### src/rtl/rv32_pkg.sv
// Shared RV32I pipeline definitions: BTB sizing and the 2-bit direction-counter encoding.
package rv32_pkg;

  localparam int BTB_ENTRIES = 64;

  typedef enum logic [1:0] {
    CTR_SNT = 2'd0,
    CTR_WNT = 2'd1,
    CTR_WT  = 2'd2,
    CTR_ST  = 2'd3
  } ctr_e;

  // Move one step toward the resolved direction; hold at the extremes.
  function automatic logic [1:0] sat_ctr(input logic [1:0] ctr, input logic taken);
    logic [1:0] nxt;
    nxt = ctr;
    if (taken) begin
      if (ctr != CTR_ST) nxt = ctr + 2'd1;
    end else begin
      if (ctr != CTR_SNT) nxt = ctr - 2'd1;
    end
    return nxt;
  endfunction

endpackage

### src/rtl/btb_predictor_if.sv
// Fetch-side lookup and EX-side training signals between the pipeline and the branch predictor.
interface btb_predictor_if;
  logic [31:0] PC_IF;
  logic        predict_br_IF;
  logic [31:0] predict_target_IF;
  logic        upd_en;
  logic [31:0] PC_EX;
  logic        predict_br_EX;
  logic        br_taken_EX;
  logic [31:0] br_target_EX;
  logic        mispredict_EX;
  logic [31:0] br_cnt;
  logic [31:0] miss_cnt;

  modport master (
    output PC_IF, upd_en, PC_EX, predict_br_EX, br_taken_EX, br_target_EX,
    input  predict_br_IF, predict_target_IF, mispredict_EX, br_cnt, miss_cnt
  );

  modport slave (
    input  PC_IF, upd_en, PC_EX, predict_br_EX, br_taken_EX, br_target_EX,
    output predict_br_IF, predict_target_IF, mispredict_EX, br_cnt, miss_cnt
  );
endinterface

### src/rtl/sat_counter2.sv
// Next-state logic for a 2-bit saturating branch-direction counter.
module sat_counter2
  import rv32_pkg::*;
(
  input  logic [1:0] ctr,
  input  logic       taken,
  output logic [1:0] ctr_nxt
);
  assign ctr_nxt = sat_ctr(ctr, taken);
endmodule

### src/rtl/btb_predictor.sv
// Direct-mapped BTB with 2-bit direction counters: combinational IF lookup, EX-stage training
// and mispredict detection, plus retired-branch / misprediction counters.
module btb_predictor
  import rv32_pkg::*;
#(
  parameter int ENTRIES = BTB_ENTRIES,
  parameter int IDX_W   = $clog2(ENTRIES)
) (
  input  logic          clk,
  input  logic          rst_n,
  btb_predictor_if.slave bus
);
  localparam int TAG_W = 32 - IDX_W - 2;

  logic [ENTRIES-1:0] valid;
  logic [1:0]         ctr_mem    [ENTRIES];
  logic [TAG_W-1:0]   tag_mem    [ENTRIES];
  logic [31:0]        target_mem [ENTRIES];
  logic [31:0]        br_cnt_q;
  logic [31:0]        miss_cnt_q;

  logic [IDX_W-1:0] idx_if, idx_ex;
  logic [TAG_W-1:0] tag_if, tag_ex;
  logic             hit_if, hit_ex;
  logic [1:0]       ctr_nxt;
  logic             unused_pc_lsb;

  assign idx_if = bus.PC_IF[IDX_W+1:2];
  assign tag_if = bus.PC_IF[31:IDX_W+2];
  assign idx_ex = bus.PC_EX[IDX_W+1:2];
  assign tag_ex = bus.PC_EX[31:IDX_W+2];
  assign unused_pc_lsb = ^{bus.PC_IF[1:0], bus.PC_EX[1:0]};

  // IF lookup reads pre-update state; there is deliberately no EX->IF bypass.
  assign hit_if                = valid[idx_if] && (tag_mem[idx_if] == tag_if);
  assign bus.predict_br_IF     = hit_if && ctr_mem[idx_if][1];
  assign bus.predict_target_IF = bus.predict_br_IF ? target_mem[idx_if] : 32'd0;

  assign hit_ex            = valid[idx_ex] && (tag_mem[idx_ex] == tag_ex);
  assign bus.mispredict_EX = bus.upd_en && (bus.predict_br_EX != bus.br_taken_EX);
  assign bus.br_cnt        = br_cnt_q;
  assign bus.miss_cnt      = miss_cnt_q;

  sat_counter2 u_sat_counter2 (
    .ctr     (ctr_mem[idx_ex]),
    .taken   (bus.br_taken_EX),
    .ctr_nxt (ctr_nxt)
  );

  // Control state: valid bits, direction counters and statistics clear asynchronously.
  always_ff @(posedge clk or negedge rst_n) begin
    if (!rst_n) begin
      for (int i = 0; i < ENTRIES; i++) begin
        valid[i]   <= 1'b0;
        ctr_mem[i] <= CTR_WNT;
      end
      br_cnt_q   <= 32'd0;
      miss_cnt_q <= 32'd0;
    end else if (bus.upd_en) begin
      br_cnt_q <= br_cnt_q + 32'd1;
      if (bus.mispredict_EX) miss_cnt_q <= miss_cnt_q + 32'd1;
      if (hit_ex) begin
        ctr_mem[idx_ex] <= ctr_nxt;
      end else if (bus.br_taken_EX) begin
        valid[idx_ex]   <= 1'b1;
        ctr_mem[idx_ex] <= CTR_WT;
      end
    end
  end

  // Tag/target payload carries no reset; any taken update (hit or allocate) rewrites it.
  always_ff @(posedge clk) begin
    if (rst_n && bus.upd_en && bus.br_taken_EX) begin
      tag_mem[idx_ex]    <= tag_ex;
      target_mem[idx_ex] <= bus.br_target_EX;
    end
  end

endmodule

### src/flat_wrapper.sv
// flat-port wrapper written by rule: the top's interface ports become plain ports
module btb_predictor_flat import rv32_pkg::*;
#(
  parameter int ENTRIES = BTB_ENTRIES,
  parameter int IDX_W   = $clog2(ENTRIES)
)
  (clk, rst_n, bus_PC_IF, bus_upd_en, bus_PC_EX, bus_predict_br_EX, bus_br_taken_EX, bus_br_target_EX, bus_predict_br_IF, bus_predict_target_IF, bus_mispredict_EX, bus_br_cnt, bus_miss_cnt);
  btb_predictor_if bus_i ();
  input  logic clk;
  input  logic rst_n;
  input wire logic [$bits(bus_i.PC_IF)-1:0] bus_PC_IF;
  input wire logic [$bits(bus_i.upd_en)-1:0] bus_upd_en;
  input wire logic [$bits(bus_i.PC_EX)-1:0] bus_PC_EX;
  input wire logic [$bits(bus_i.predict_br_EX)-1:0] bus_predict_br_EX;
  input wire logic [$bits(bus_i.br_taken_EX)-1:0] bus_br_taken_EX;
  input wire logic [$bits(bus_i.br_target_EX)-1:0] bus_br_target_EX;
  output wire logic [$bits(bus_i.predict_br_IF)-1:0] bus_predict_br_IF;
  output wire logic [$bits(bus_i.predict_target_IF)-1:0] bus_predict_target_IF;
  output wire logic [$bits(bus_i.mispredict_EX)-1:0] bus_mispredict_EX;
  output wire logic [$bits(bus_i.br_cnt)-1:0] bus_br_cnt;
  output wire logic [$bits(bus_i.miss_cnt)-1:0] bus_miss_cnt;
  assign bus_i.PC_IF = bus_PC_IF;
  assign bus_i.upd_en = bus_upd_en;
  assign bus_i.PC_EX = bus_PC_EX;
  assign bus_i.predict_br_EX = bus_predict_br_EX;
  assign bus_i.br_taken_EX = bus_br_taken_EX;
  assign bus_i.br_target_EX = bus_br_target_EX;
  assign bus_predict_br_IF = bus_i.predict_br_IF;
  assign bus_predict_target_IF = bus_i.predict_target_IF;
  assign bus_mispredict_EX = bus_i.mispredict_EX;
  assign bus_br_cnt = bus_i.br_cnt;
  assign bus_miss_cnt = bus_i.miss_cnt;
  btb_predictor #(.ENTRIES(ENTRIES), .IDX_W(IDX_W)) u_core (.clk(clk), .rst_n(rst_n), .bus(bus_i));
endmodule
### config.mk
export PLATFORM = sky130hd
export DESIGN_NAME = btb_predictor_flat
export DESIGN_NICKNAME = d
export VERILOG_FILES = /design/src/rtl/rv32_pkg.sv /design/src/rtl/btb_predictor_if.sv /design/src/rtl/sat_counter2.sv /design/src/rtl/btb_predictor.sv /design/src/flat_wrapper.sv
export SDC_FILE = /design/constraint.sdc
export NUM_CORES = 2
export LEC_CHECK = 0
export CORE_MARGIN = 2
export CORE_UTILIZATION = 32
export DETAILED_ROUTE_END_ITERATION = 10
export GPL_ROUTABILITY_DRIVEN = 1
export GPL_TIMING_DRIVEN = 1
export SLEW_MARGIN = 20
export SYNTH_ARGS = -nofsm -noshare
export SYNTH_HDL_FRONTEND = slang
export SYNTH_SLANG_ARGS = --single-unit
export TNS_END_PERCENT = 20
### constraint.sdc
create_clock -name clk -period 8.39 [get_ports clk]
set_clock_uncertainty 0.05 [all_clocks]
set_input_delay 2.517 -clock clk [delete_from_list [all_inputs] [get_ports clk]]
set_output_delay 2.517 -clock clk [all_outputs]
set_load 0.005 [all_outputs]
# Yosys cells after proc, flatten, opt, wreduce, memory -nomap -nowiden
# Memories as Yosys holds them, arrays and structs flattened.
# Index checks and enable logic that the tools add are counted.
# word_totals
word_cells	126
input_bits	101
register_bits	256
mem_bits_rw	3584
mem_count	2
# memory_table
memory	words	width	read_ports	rd_clocked_by_memory_dff	wr	line_no	text
u_core.target_mem	64	32	1	0	1	btb_predictor.sv:18	logic [31:0] target_mem [ENTRIES];
u_core.tag_mem	64	24	2	0	1	btb_predictor.sv:17	logic [TAG_W-1:0] tag_mem [ENTRIES];
# op_classes
bitwise_logic	7
n_lt_le_gt_ge	6
n_mux	23
reduce_logical	13
eq_ne	4
addsub	4
# ops
op	n
$mux 128	2
$bwmux 128	1
$or 64x64->64	2
$add 32x1->32 const B	2
$and 64x64->64	1
$not 64->64	1
$eq 24x24->1	2
$mux 32	1
$bmux 2 s6	2
$mux 2	8
$ge 7x7->1 const B	2
$lt 6x7->1 const B	2
$not 6->7	2
$bmux 1 s6	2
$demux 2 s6	1
$logic_and 1x1->1	8
$lt 7x1->1 const B	1
$demux 1 s6	1
$ge 6x1->1 const B	1
$mux 1	5
$reduce_and 2->1	2
$reduce_bool 2->1	2
$reduce_and 3->1	1
$add 2x1->2 const B	1
other kinds (4)	4

# Longest topological paths before layout
# logic_depth
depth_word	9
mapped_depth	19
depth_no_buf	11

# Modules after synthesis
# Synthesis repeated with hierarchy kept, for this count alone.
# unflattened
hier_cells	7961
hier_area_um2	163239.1
# modules_own_cells
mod	area_each_um2	seq_area_each_um2	cells_per_inst	n_inst
btb_predictor	163212.8	114109.4	7958	1
sat_counter2	26.3	0.0	3	1

# Worst setup path after synthesis
# OpenSTA, ideal clock, no wires.
# synth_timing
path_type	input-to-output
from	input bus_PC_IF[2]
to	output bus_predict_target_IF[0]
path_slack_ns	-0.324
n_path_buf	7
t_arrival_ns	6.147
stages	11
cell_sequence	buf_2 > buf_2 > buf_2 > buf_2 > buf_2 > buf_2 > buf_1 > mux4_2 > mux4_2 > mux4_2 > nor2b_1
# synth_via
elab_chain_cells	6
# synth_lines
item	line_no	text
start: declaration	flat_wrapper.sv:11	input wire logic [$bits(bus_i.PC_IF)-1:0] bus_PC_IF;
parallel branches: the longest is 5 deep, another holds $mem_v2 64x24	--	
$mux 32 *	btb_predictor.sv:37	assign bus.predict_target_IF = bus.predict_br_IF ? target_mem[idx_if] : 32'd0;
end: declaration	flat_wrapper.sv:18	output wire logic [$bits(bus_i.predict_target_IF)-1:0] bus_predict_target_IF;
# Every way passes the cells marked *. The select of a mux whose other input is x is not followed.

# Worst setup path after layout
# layout_timing
from	input bus_PC_IF[2]
to	output bus_predict_target_IF[29]
# The elaborated chain is that of the path after synthesis.

==> results.cfg <==
[floorplan]
rows = 262
die_x_um = 717.4
initial_core_util = 0.3206
core_area_mm2 = 0.5081
die_y_um = 717.4
die_area_mm2 = 0.5147
ios = 199

[yosys]
synth_fp_nets = 8205
syn_inst = 8102
synth-seq-cells = 3840
synth-simple-area-share = 0.02151
synthFlopType = edfxtp_1
synth_edf_count = 3584
synth_mux_area_frac = 0.2054
synth_top_family_by_area = multiplexers
postSynthAreaPerCell_um2 = 20.10
async_reset_ff_frac = 0.06667
synth_compound_area_frac = 0.04919
synth_xor_area_frac = 0.005915
synth_top_area_share = 0.6608
synth_seq_area_share = 0.7006
yosys_warnings = 0
synth_area_leaders = edfxtp_1, mux4_2, dfrtp_1
ys_types = 80
yosysTopAreaCell = edfxtp_1
synthAdderAreaFrac = 0.0002765
netlist_area_mm2 = 0.1629

[clock_tree]
cts_root_buf = clkbuf_16
path_clk_slew_ps = 60
cts_sinks = 3840
clockBufferDepth = 4
clk_latency_ps = 1040
htreeDepth = 5
cts_tree = done
ctsHoldBuffers = 0
cts_buffers = 398

[timing]
fin_crit_ps = 10080
worstMarginPinSlew_ps = 1269
setup_slack_ps = -1693
relSlewSlack = 0.1543
period_share = 1.202
timing.fmax_mhz = 99.17
finalHoldViolCount = 0
maxSlewViolCount = 0
rsz0062_at_grt = true
setup_viol = 33
tns_ps = -53070

[layout]
final_common_cell = edfxtp_1
final_cell_mix = edfxtp_1, mux4_2, buf_4
drive_above_1_share = 0.3194
nFillCells = 45640
nNetsFinal = 8814
stdcell_count = 15800
syn_to_final_growth_pct = 17.52

[global_route]
first_global_vias = 94200
grtUsageTotal = 0.2147
grt-ovfl-total = 0
grt_antenna_before_repair = 49
grt_max_degree = 116
grt_pass1_wl_um = 775300

[setup_path]
worst_ep_arrival_time_ps = 7520
critPathTopFamily = buffers and inverters
cp-end-kind = primary output
critPathMaxFanout = 6
max_stage_delay_ps = 490
cp_slowest_cell = mux4_2
r2r-start = u_core.tag_mem[27][6]$_DFFE_PP_
critical_path_depth = 23
worst_setup_path_start_kind = primary input
crit_type = in -> out
crit_end = bus_predict_target_IF[29]
critPathRequiredTime_ps = 5820
r2r_cells = 12
path_cells = buf_16 > buf_12 > buf_12 > buf_16 > buf_6 > mux4_2 > mux4_2 > mux2i_2 > nor2_1 > a21oi_2 > buf_4 > xnor2_2 > nor4_2 > nand4_1 > buf_4 > nor4_4 > buf_4 > nand4_1 > buf_12 > buf_16 > buf_6 > nor2b_1 > buf_2
cp-startpoint = bus_PC_IF[2]
r2r-end = u_core.ctr_mem[9]$_DFFE_PN0P_
cp_num_buf_inv = 12
ff2ff_setup_slack_ps = 3850

[route]
drt-total-wl_um = 567100
ant_nets = 0
wl_per_cell_um = 35.88
vias = 95260
viasPerCell = 6.028
drt_iter0_drc = 15740
first_pass_iters = 9
route.detailed.drc = 0

[placed_design]
dp_cells = 15000
gp_congestion = 0.8969
dp_slack_ps = -2324
dp_hpwl_um = 317700
port_buffers = 194

[run]
max-cap-violations = 0

[power_and_ir_drop]
ir_worst_vdd_mv = 0.1764
power_density_mw_per_mm2 = 219.7
cellLeakagePower_nw = 61.15

[status]
outcome = finished, violations left
violations = setup timing

[hold_path]
holdCritPathClass = reg -> reg
min-delay-start = u_core.bus.miss_cnt[31]$_DFFE_PN0P_
-- cell type report --
| type | instances | area, um2 | share of cell area |
|---|---|---|---|
| antenna | 26 | 65.06 | 0.0003399 |
| clock buffer | 494 | 10420 | 0.05445 |
| clock inverter | 239 | 2621 | 0.01369 |
| inverter | 10 | 42.54 | 0.0002222 |
| multi-input combinational | 3650 | 46830 | 0.2447 |
| sequential | 3840 | 114100 | 0.5961 |
| tap | 6732 | 8423 | 0.04400 |
| timing repair buffer | 811 | 8897 | 0.04648 |
-- power breakdown --
part | switching (W) | internal (W)
sequential | 0.0000972 | 0.0211
clock | 0.00773 | 0.0102
combinational | 0.00170 | 0.00124
total | 0.00953 | 0.0325
-- cells by family (layout without fill, tap and decap cells) --
| kind of cell | count (synthesis) | in the layout |
|---|---|---|
| AOI/OAI and AO/OA | 1129 | 1129 |
| DFF | 3840 | 3840 |
| xor gates and xnor gates | 110 | 110 |
| muxes | 1686 | 1686 |
| and+or+nand+nor | 721 | 721 |
| adders and majority gates | 4 | 4 |
| other | 0 | 26 |
| buffers and inverters | 612 | 1554 |
-- how the worst min path moves through the flow --
stage                                           to  slack (ps)  cells past startpoint
2_1_floorplan         u_core.valid[55]$_DFFE_PN0P_         390                      1
3_3_place_gp           u_core.valid[3]$_DFFE_PN0P_         410                      1
3_5_place_dp           u_core.valid[7]$_DFFE_PN0P_         410                      1
4_1_cts               u_core.valid[43]$_DFFE_PN0P_         430                      1
5_1_grt               u_core.valid[40]$_DFFE_PN0P_         450                      1
6_report       u_core.bus.miss_cnt[31]$_DFFE_PN0P_         430                      1
-- through the flow --
| stage | total power, W | hold WS [ps] | utilization | area (um2) |
|---|---|---|---|---|
| 2_1_floorplan | 0.02309 | 393.3 | - | 163000 |
| 3_3_place_gp | 0.02433 | 409.5 | 0.3490 | 177300 |
| 3_5_place_dp | 0.02439 | 413.4 | 0.3493 | 177500 |
| 4_1_cts | 0.04220 | 430.6 | 0.3762 | 191100 |
| 5_1_grt | 0.04309 | 452.8 | 0.3766 | 191400 |
| 6_report | 0.04206 | 430.2 | 0.3767 | 191400 |
-- repair_timing --
| action | in CTS | in global routing |
|---|---|---|
| buffers inserted | 27 | 9 |
| hold endpoints to repair | 0 | 0 |
| resized for setup | 194 | 20 |
| endpoints found under the setup margin | 33 | 33 |
| cloned | 7 | 2 |
| pin swaps | 9 | 7 |
-- sequential cells by signal, indices dropped and copies added, names as in the netlist --
register	flops
u_core.tag_mem	1536
u_core.bus.miss_cnt	32
u_core.bus.br_cnt	32
u_core.target_mem	2048
u_core.valid	64
u_core.ctr_mem	128
-- Yosys cell counts (19+ instances only) --
cell       number
a22oi_1       153
o22ai_1        90
mux2i_1       294
mux2_2         74
o31ai_1        57
edfxtp_1     3584
nor2_1        259
nand3_1        72
buf_2         191
a31oi_1        91
xor2_1         28
a21oi_1       167
nand4_1        31
a21o_1        119
and3_1         38
a21boi_0       65
dfrtp_1       192
mux4_2       1318
dfstp_2        64
buf_1         108
xnor2_1        82
a221o_1        24
o21ai_0        84
nor3_1         26
buf_4          24
nand2_1       151
nor2b_1        46
a22o_1         35
o2bb2ai_1      19
buf_6          21
a221oi_1      139
clkbuf_1      258
-- layer usage --
layer  GRT usage  vias up  share of wire
li1            -    35890              -
met1      0.2840    50980           0.37
met2      0.3286     6815           0.45
met3     0.05594     1547           0.12
met4      0.1068       26          0.057
met5    0.001961        -        0.00056
Note: power is estimated with default switching activity, not from simulation.
